==> config.mk <==
export PLATFORM = sky130hd
export DESIGN_NAME = data_mem_arbiter
export DESIGN_NICKNAME = d
export VERILOG_FILES = /design/src/rtl/data_mem_arbiter.sv
export SDC_FILE = /design/constraint.sdc
export NUM_CORES = 1
export LEC_CHECK = 0
export CAP_MARGIN = 20
export CORE_MARGIN = 5
export CORE_UTILIZATION = 28
export DETAILED_ROUTE_END_ITERATION = 10
export GPL_ROUTABILITY_DRIVEN = 0
export SYNTH_ARGS = -nofsm -noshare
export SYNTH_HDL_FRONTEND = slang
export SYNTH_SLANG_ARGS = --single-unit
==> constraint.sdc <==
create_clock -name _iClk -period 1.4 [get_ports _iClk]
set_clock_uncertainty 0.1 [all_clocks]
set_input_delay 0.21 -clock _iClk [delete_from_list [all_inputs] [get_ports _iClk]]
set_output_delay 0.21 -clock _iClk [all_outputs]
set_load 0.02 [all_outputs]
==> src/rtl/data_mem_arbiter.sv <==
// -----------------------------------------------------------------------------
// data_mem_arbiter
//
// Shares one single-port, synchronous-read data RAM between two requesters
// (e.g. CPU core on port 0, debug/loader engine on port 1). One transaction is
// in flight at a time; RAM address, write data and write strobe come straight
// from registers, and read data returns a fixed two edges after the grant.
//
// Build option:
//   DMA_ARB_RR_EN  defined   -> round-robin on a tie (port not last served wins)
//                  undefined -> fixed priority, port 0 wins every tie; no
//                               last-served state exists in this build
//
// Ports:
//   _iClk, _iResetN       clock (rising edge), asynchronous active-low reset
//   _iReq[1:0], _iWe[1:0] per-port request / write enable (bit i = port i)
//   _iAddr0/1, _iWData0/1 per-port address and write data
//   _oGnt[1:0]            one-hot grant pulse (registered)
//   _oRValid[1:0]         one-hot read-data-valid pulse (registered)
//   _oRData               read data, shared, held between _oRValid pulses
//   _oMemAddr/_oMemWData  RAM address / write data (registered, hold when idle)
//   _oMemWrite            RAM write strobe, one cycle per write
//   _iMemRData            RAM read data, valid the cycle after the address
//   _oBusy                high whenever the FSM is not IDLE
//   _oDbgState            FSM state for checkers: 0 IDLE, 1 ISSUE, 2 READ
//
// Handshake: a requester holds req/we/addr/wdata stable until it sees its
// _oGnt bit; in the cycle after the grant it may drop req or present a new
// request. Dropping req before a grant is legal and causes no RAM access.
// _oRValid is a single-cycle pulse with no back-pressure; _oRData is
// meaningful only while _oRValid is set.
// -----------------------------------------------------------------------------
module data_mem_arbiter #(
   parameter int ADDR_W = 8,
   parameter int DATA_W = 8
) (
   input  logic              _iClk,
   input  logic              _iResetN,
   input  logic [1:0]        _iReq,
   input  logic [1:0]        _iWe,
   input  logic [ADDR_W-1:0] _iAddr0,
   input  logic [ADDR_W-1:0] _iAddr1,
   input  logic [DATA_W-1:0] _iWData0,
   input  logic [DATA_W-1:0] _iWData1,
   output logic [1:0]        _oGnt,
   output logic [1:0]        _oRValid,
   output logic [DATA_W-1:0] _oRData,
   output logic [ADDR_W-1:0] _oMemAddr,
   output logic [DATA_W-1:0] _oMemWData,
   output logic              _oMemWrite,
   input  logic [DATA_W-1:0] _iMemRData,
   output logic              _oBusy,
   output logic [1:0]        _oDbgState
);

   typedef enum logic [1:0] {
      IDLE  = 2'd0,
      ISSUE = 2'd1,
      READ  = 2'd2
   } stateT;

   stateT state;
   logic  owner;     // port that owns the transaction in flight
   logic  winner;    // port selected this cycle (meaningful only if |_iReq)

`ifdef DMA_ARB_RR_EN
   logic  lastServed;
`endif

   // With a single requester ~_iReq[0] picks it (01 -> 0, 10 -> 1).
   always_comb begin
      winner = ~_iReq[0];
`ifdef DMA_ARB_RR_EN
      if (_iReq == 2'b11)
         winner = ~lastServed;
`endif
   end

   always_ff @(posedge _iClk or negedge _iResetN) begin
      if (!_iResetN) begin
         state      <= IDLE;
         owner      <= 1'b0;
         _oGnt      <= 2'b00;
         _oRValid   <= 2'b00;
         _oRData    <= '0;
         _oMemAddr  <= '0;
         _oMemWData <= '0;
         _oMemWrite <= 1'b0;
`ifdef DMA_ARB_RR_EN
         // Pointing at port 1 makes port 0 win the first tie.
         lastServed <= 1'b1;
`endif
      end else begin
         _oRValid <= 2'b00;
         case (state)
            IDLE: begin
               if (|_iReq) begin
                  _oMemAddr  <= winner ? _iAddr1  : _iAddr0;
                  _oMemWData <= winner ? _iWData1 : _iWData0;
                  _oMemWrite <= _iWe[winner];
                  _oGnt      <= {winner, ~winner};
                  owner      <= winner;
`ifdef DMA_ARB_RR_EN
                  lastServed <= winner;
`endif
                  state      <= ISSUE;
               end
            end
            ISSUE: begin
               // _oMemWrite still carries this transaction's direction here.
               _oGnt      <= 2'b00;
               _oMemWrite <= 1'b0;
               state      <= _oMemWrite ? IDLE : READ;
            end
            READ: begin
               _oRData  <= _iMemRData;
               _oRValid <= {owner, ~owner};
               state    <= IDLE;
            end
            default: state <= IDLE;
         endcase
      end
   end

   assign _oBusy     = (state != IDLE);
   assign _oDbgState = state;

endmodule

### Yosys cells after proc, flatten, opt, wreduce, memory -nomap -nowiden

Index checks and enable logic that the tools add are counted.

* order comparisons: 1
* equal/unequal tests: 3
* multiplexer cells: 12
* bitwise gates (word level): 2
* reduce and logical (&&, ||, !) cells: 6

Operators by type and width (count)
* 2-to-1 mux 8 bit: 2
* 2-to-1 mux 2 bit: 4
* case mux 2 bit (2 select lines): 2
* AND reduction 2 bit: 2
* nonzero test 2 bit: 2
* 2-to-1 mux 1 bit: 3
* == test 2 x 1 -> 1 bit, second input constant: 1
* == test 2 bit, second input constant: 1
* logical NOT 2 bit: 1
* < comparator 1 x 2 -> 1 bit, second input constant: 1
* inequality test 2 bit, second input constant: 1
* NOT 1 bit: 2
* case mux 1 bit (2 select lines): 1
* OR reduction 2 bit: 1

* register bits: 32
* input bits: 46
* output and inout bits: 32
* logic and storage cells: 32

### Depth between registers and ports, before layout

Gate-level depths: netlist (run 1).

* depth in word-level cells: 5
* depth in mapped cells: 4

### Worst setup path after synthesis (run 1)

Ideal clock, no wire load.

* kind: register -> register
* start point: register state[0], in the netlist _oDbgState[0]
* end point: register _oMemAddr[6]
* data arrival time: 1.435 ns
* required time: 1.175 ns
* setup slack: -0.261 ns
* cell stages (with the launch flop): 5
* period minus slack after synthesis: 1.661 ns
* cell sequence: dfrtp_1 or2_4 nor2_8 buf_12 mux2_4

* word-level cells in the longest chain between the ends: 2

RTL lines
* from (decl): line 62 `stateT state;`
* from (signal assigned): line 113 `state <= _oMemWrite ? IDLE : READ;`
* logical NOT 2 bit: line 95 `case (state)`
* AND reduction 2 bit (no source line)
* to (signal assigned): line 98 `_oMemAddr <= winner ? _iAddr1 : _iAddr0;`
* to (decl): line 48 `output logic [ADDR_W-1:0] _oMemAddr,`

Every way passes these cells.
A chain may end at the register's enable or synchronous reset.

### Worst setup path after layout (run 1)

* start point: register state[0], in the netlist _oDbgState[0]
* end point: register _oMemAddr[1]

The elaborated chain is that of the path after synthesis.

==> impl_metrics.toml, run 1 <==
[setup_path]
crit_required_ns = 1.47
crit_arrival_ns = 1.56
critical_path_peak_fanout = 10
r2r-start = "_oDbgState[0]"
path_class = "reg -> reg"
r2r-end = "_oMemAddr[1]"
crit_path_start_kind = "flip-flop"
cp-end-kind = "flip-flop"
r2r_setup_slack_ns = -0.09
r2r_cells = 4

[detailed_routing]
antenna_left = 0
routed_via_density = 4.24
firstDrtPassIters = 2
wire_per_inst_um = 14.7
vias = 1103
drt_iter0_drc = 12
drc = 0
routed_wl_mm = 3.83

[synthesis]
syn_nets = 143
ys_async_sr_fraction_pct = 100
synth_area_leader_cell = "dfrtp_1"
synthCells = 97
synth_ff_type = "dfrtp_1"
yosys.area.top_type_share_pct = 55.2
synth_area_um2 = 1450
yosysMostFrequentCell = "dfrtp_1"
ys_warn_count = 0
ys_seq_elements = 32
netlist_top_cells_count = "dfrtp_1 (32), mux2_2 (31), mux2_4 (7)"
ys_top_cells_by_area = "dfrtp_1 (55%), mux2_2 (24%), mux2_4 (7.2%), mux2i_1 (2.1%), mux2_1 (1.6%)"
synth_edf_count = 0
syn_avg_cell_area_um2 = 14.9
synth_cell_types = 19
yosysSeqAreaShare_pct = 55.2

[clocking]
root_buffer = "clkbuf_8"
postCtsHoldBufs = 0
cts_tree = "yes"
htreeDepth = 2
numCtsBuffers = 5
clock_latency_ns = 0.28
clockBufferDepth = 2
path_clk_slew_ns = 0.07
numClockSinks = 32

[global_routing]
grt_pass1_vias = 1208
track_usage_pct = 11.9
grt.overflow.total = 0
grt_max_degree = 33
grt_pass1_wl_mm = 5.87
antenna_found_initial = 0

[layout]
final_layout_size_suffix_gt1_share_pct = 35.3
num_antenna_cells = 0
nNetsFinal = 235
final_area_um2 = 2480
syn_to_final_growth_pct = 70.9

[floorplanning]
rows = 26
die_w_um = 82.0
num_io_pins = 78
die_area_um2 = 6720
die_y_um = 82.0
core_area_um2 = 5070
start_util_pct = 28.6

[placed_design]
place_area_um2 = 2390
place.port_buffers = 77
dp_hpwl_mm = 2.94

[outcome]
status = "finished with violations"
failed_checks = "negative setup slack"

[sta]
hold_slack_ns = 0.192
max_freq_mhz = 671
finalHoldViolCount = 0
min_period_ns = 1.49
maxSlewHeadroom_pct = 84.1
setup_slack_ns = -0.0914
finalCritPeriodShare_pct = 107
rsz0062_at_grt = "true"
maxSlewViolCount = 0
worstMarginPinSlew_ns = 0.240
finalSetupViolCount = 18

[flow_run]
max_cap_violations = 0

[power]
vdd_drop_max_mv = 0.909
power.density_nw_per_um2 = 2000
total_leakage_power_uw = 0.00113

[hold_path]
hp-class = "in -> async"
## repair_timing
item / in CTS / in global routing
buffers inserted: 0 / 1
cloned: 1 / 0
setup endpoints to repair: 52 / 17
gates resized for setup: 48 / 1
## how the worst max path moves through the flow
stage / cells past startpoint / endpoint / from
6_report: 4 / _oMemAddr[1] / _oDbgState[0]
5_1_grt: 4 / _oMemAddr[1] / _oDbgState[0]
4_1_cts: 4 / _oMemAddr[5] / _oDbgState[0]
3_5_place_dp: 4 / _oMemAddr[0] / _iReq[0]
3_3_place_gp: 4 / _oMemAddr[0] / _iReq[0]
2_1_floorplan: 4 / _oMemAddr[6] / _oDbgState[0]
## cell type report
class,count,area [µm²]
inverter,3,11.3
multi-input combinational,58,626
clock buffer,8,100
timing repair buffer,89,851
fill,478,2600
sequential,32,803
tap,70,87.6
## metrics by stage
step | TNS, ns | util, % | cells | worst slack [ns] | total power [µW]
6_report | -1.18 | 48.8 | 260 | -0.0914 | 4950
5_1_grt | -1.95 | 48.8 | 260 | -0.138 | 5240
4_1_cts | -1.29 | 48.6 | 259 | -0.0979 | 5010
3_5_place_dp | -6.32 | 47.1 | 250 | -0.404 | 4490
3_3_place_gp | -5.91 | 47.1 | 250 | -0.357 | 4410
2_1_floorplan | -2.46 | - | 97 | -0.207 | 3090
## metal layers
metal | global-route usage (%) | vias to the layer above | wire length, µm
met5 | 0 | - | 0
met4 | 4.98 | 0 | 70
met3 | 4.71 | 7 | 289
met2 | 21.5 | 43 | 2040
met1 | 12.0 | 533 | 1430
li1 | - | 520 | -
## cell families (layout without fill, tap and decap cells)
group | after synthesis | after routing | synth area share (%)
multiplexers | 43 | 43 | 34.9
flip-flops | 32 | 32 | 55.2
AND/OR/NAND/NOR | 11 | 11 | 5.09
buffers and inverters | 7 | 100 | 3.19
AO/OA/AOI/OAI | 4 | 4 | 1.55
## worst max-delay path, stage by stage (launching register included)
cell and delay (ns):
dfrtp_2 0.40, or2_4 0.28, nor2_8 0.12, buf_12 0.15, mux2_2 0.33
## layout by cell type (no fill, tap or decap), drive strengths merged
cell type,instances
clkdlybuf4s50,44
mux2,40
dfrtp,32
dlygate4sd2,30
buf,15
clkbuf,8
nor2,5
inv,3
mux2i,3
nand2,2
a21oi,2
or2,2
nand2b,1
a22oi,1
o21ai,1
or2b,1
## registers in the layout, summed over array words and instances (netlist names)
register / count
_oRValid: 2
_oRData: 8
_oGnt: 2
owner: 1
_oMemWData: 8
_oMemWrite: 1
_oMemAddr: 8
_oDbgState: 2
## where the power goes
part	switching, µW	internal (µW)	total (µW)
clock network	328	448	776
logic	1250	1320	2570
registers	222	1380	1600
total	1800	3150	4950
(Power assumes the default switching activity.)
==> run 2, diff against run 1 <==
CORE_ASPECT_RATIO = 0.8   (was default)
==> run 2 against run 1 <==
Compared with the run above: the run still ends with negative setup slack left; sequential share of layout area is 0.80 points lower; flip-flop and latch count unchanged; die area is 0.14% higher; via count rose by 0.36%; wire length increased by 1.9%; highest routed layer unchanged.
==> impl_metrics.toml, run 2 (synthesized netlist as in run 1, its figures left out) <==
[floorplanning]
start_util_pct = 29.0
die_w_um = 90.5
die_area_um2 = 6730
core_area_um2 = 5010
num_io_pins = 78
die_y_um = 74.4
rows = 23

[power]
vdd_drop_max_mv = 0.879
total_leakage_power_uw = 0.00117
power.density_nw_per_um2 = 2020

[sta]
min_period_ns = 1.54
hold_slack_ns = 0.198
rsz0062_at_grt = "true"
finalSetupViolCount = 19
maxSlewHeadroom_pct = 84.2
max_freq_mhz = 648
finalHoldViolCount = 0
setup_slack_ns = -0.142
finalCritPeriodShare_pct = 110
worstMarginPinSlew_ns = 0.238
tns_ns = -2.04
maxSlewViolCount = 0

[setup_path]
crit_required_ns = 1.45
crit_arrival_ns = 1.60
cp-end-kind = "flip-flop"
critical_path_peak_fanout = 5
critPathBufInv = 2
cpPeakStageDelay_ns = 0.40
crit_family = "flip-flops"
path_class = "reg -> reg"
cp_cell_sequence = "or2_4 > nor2_8 > buf_12 > buf_12 > mux2_2"
crit_path_start_kind = "flip-flop"
path_common_cell = "buf_12"
crit_slowest_cell = "dfrtp_2"

[layout]
top_regs = "_oMemAddr (8), _oMemWData (8), _oRData (8)"
final_layout_size_suffix_gt1_share_pct = 36.1
num_antenna_cells = 0
layout_commonest_cell = "clkdlybuf4s50_1"
final_cell_mix = "clkdlybuf4s50_1 (44), dfrtp_1 (30), dlygate4sd2_1 (30)"
fin_cells = 256
nNetsFinal = 239
syn_to_final_growth_pct = 75.2
n_fill_cell = 449

[outcome]
failed_checks = "negative setup slack"
status = "finished with violations"

[clocking]
htreeDepth = 2
cts_tree = "yes"
root_buffer = "clkbuf_8"
clockBufferDepth = 2
numClockSinks = 32
path_clk_slew_ns = 0.06
clock_latency_ns = 0.27
numCtsBuffers = 5

[global_routing]
grt_max_degree = 33
grt.overflow.total = 0
grt_pass1_vias = 1227
grt_pass1_wl_mm = 6.21
antenna_found_initial = 0
track_usage_pct = 11.7

[detailed_routing]
vias = 1107
drc = 0
firstDrtPassIters = 3
routed_via_density = 4.32
routed_wl_mm = 3.90
drt_iter0_drc = 28
wire_per_inst_um = 15.2
antenna_left = 0

[placed_design]
dp_hpwl_mm = 3.03
dp.cells = 243
place.port_buffers = 77

[hold_path]
hp-class = "in -> async"

[flow_run]
max_cap_violations = 0
==> run 2: metal layers <==
layer,GRT usage [%],vias to the layer above,part of all wire (%)
met3,5.06,4,7.1
met4,3.64,0,1.1
met5,0,-,0
met1,13.5,541,39
li1,-,528,-
met2,20.1,34,53
==> run 2: power breakdown <==
part / leakage (µW) / switching [µW] / total, µW / internal (µW)
Clock: 0.0000455 / 303 / 704 / 400
Combinational: 0.000745 / 1290 / 2820 / 1530
Sequential: 0.000379 / 229 / 1610 / 1380
Total: 0.00117 / 1830 / 5140 / 3310
==> run 2: final cells by class <==
cell class / instances / area [µm²] / share of cell area (%)
repair buffers: 93 / 922 / 36.3
flip-flops and latches: 32 / 803 / 31.6
multi-input cells: 58 / 637 / 25.1
clock buffers: 8 / 90.1 / 3.55
well taps: 62 / 77.6 / 3.05
inverters: 3 / 11.3 / 0.443
==> run 2: worst register-to-register path, delay by kind of cell, from the launching register on <==
family                 cells  cell delay, ns
flip-flops                 1            0.40
multiplexers               1            0.33
buffers and inverters      2            0.23
AND/OR/NAND/NOR            2            0.38
==> run 2: what timing repair did <==
action / CTS / global route
gates resized for setup: 51 / 7
endpoints found under the setup margin: 58 / 21
gates cloned: 1 / 0
buffers inserted: 3 / 2
hold buffers: 0 / 0
==> run 2: path summary, 6_finish.rpt <==
| check | startpoint | slack, ns | endpoint | cells after the start |
|---|---|---|---|---|
| setup / recovery | _oDbgState[0] | -0.14 | _oMemWData[4] | 5 |
| hold / removal | _iResetN | 0.20 | _oMemWData[0] | 2 |
| setup reg to reg | _oDbgState[0] | -0.14 | _oMemWData[4] | 5 |
| hold reg to reg | owner | 0.32 | _oRValid[0] | 1 |
| max in group asynchronous | _iResetN | 0.81 | _oDbgState[0] | 2 |
| min in group _iClk | owner | 0.32 | _oRValid[0] | 1 |
==> run 2: metrics by stage <==
step	total power, µW	setup WS [ns]	cell area (µm²)	utilization, %
floorplan	3090	-0.207	1450	-
global placement	4450	-0.354	2390	47.7
detailed placement	4500	-0.385	2390	47.7
CTS	5250	-0.167	2560	51.1
global route	5460	-0.177	2540	50.7
finish	5140	-0.142	2540	50.7
==> RTL change, RTL diff (config.mk and constraints of run 2) <==
Set the parameter `ADDR_W` to 9 (it was 8).
--- a/src/rtl/data_mem_arbiter.sv
+++ b/src/rtl/data_mem_arbiter.sv
@@ -31,7 +31,7 @@
 // meaningful only while _oRValid is set.
 // -----------------------------------------------------------------------------
 module data_mem_arbiter #(
-   parameter int ADDR_W = 8,
+   parameter int ADDR_W = 9,
    parameter int DATA_W = 8
 ) (
    input  logic              _iClk,
Ports: changed (resized _iAddr0, _iAddr1 and _oMemAddr); port bits go from 78 to 81. The function was not compared with the original's and may differ.
==> RTL change against run 2 <==
The run still ends with negative setup slack left. Worst hold slack got worse by 0.16 ns. Area after synthesis rose by 11%. Design area grew 3.5%. Setup slack gained 0.077 ns. Sequential cell count rose by 1. Power is 0.94% higher. Wire length rose by 8.8%. Global-route usage up 0.088 points. Core utilization decreased by 2.9 points. Largest cell class unchanged. Highest routed layer unchanged.
==> RTL change: results (changes against run 2) <==
outcome - complete, but fails checks (unchanged)
failing checks - negative setup slack (unchanged)
met3 Usage GRT - 4.55% (was 5.06%)
Cell Area, Placed - 2560 um^2 (was 2390 um^2)
WL met2 - 2.20 mm (was 2.06 mm)
nonclk buf count - 91 (was 93)
via total after detailed routing - 1,145 (was 1,107)
Signal buf overhead - 33.5% (was 36.3%)
met3 wire length - 267 um (was 276 um)
Final clock-cell share - 3.43% (was 3.55%)
Final Setup Violations - 19 (unchanged)
top flop regs - _oMemAddr: 9 flops, _oMemWData: 8 flops, _oRData: 8 flops (was _oMemAddr: 8 flops, _oMemWData: 8 flops, _oRData: 8 flops)
top cells by area, synth - dfrtp_1 51%, mux2_4 25%, mux2_2 6.3% (was dfrtp_1 55%, mux2_2 24%, mux2_4 7.2%)
largest net degree at the start of global routing - 22 (was 33)
final setup margin - -0.0655 ns (was -0.142 ns)
sequential standard cell area - 828 um^2 (was 803 um^2)
FILL cells - 508 (was 449)
post-CTS setup buffers - 5 (was 3)
total internal power - 0.00330 W (was 0.00331 W)
Net Count, Synth - 149 (was 143)
clk pwr - 0.000726 W (was 0.000704 W)
sequential cell count - 33 (was 32)
Port Buffer Count - 80 (was 77)
Metal-1 WL - 1.72 mm (was 1.52 mm)
TAP cells - 78 (was 62)
final net count - 243 (was 239)
## RTL change: cell types whose count changed in the layout (fill, tap and decap cells not counted)
cell	before	now
buf_12	5	3
buf_2	2	3
buf_4	7	5
buf_6	5	2
buf_8	0	1
clkdlybuf4s50_1	44	46
dfrtp_1	30	31
dlygate4sd2_1	30	31
mux2_1	2	6
mux2_2	24	8
mux2_4	14	28
nand2b_2	0	1
## RTL change: logic make-up (layout without fill, tap and decap cells)
group,count (synthesis),after routing,synth area share [%]
buffers and inverters,8,102,4.91
and+or+nand+nor,11,12,4.60
DFF,33,33,51.4
muxes,45,45,37.6
AOI/OAI and AO/OA,4,4,1.40
## RTL change: stage by stage
stage / setup TNS (ns) / cells / total power (W)
6_report: -1.05 / 274 / 0.00519
5_1_grt: -1.81 / 274 / 0.00550
4_1_cts: -2.65 / 276 / 0.00540
3_5_place_dp: -8.25 / 263 / 0.00477
3_3_place_gp: -7.51 / 263 / 0.00471
2_1_floorplan: -2.56 / 101 / 0.00339
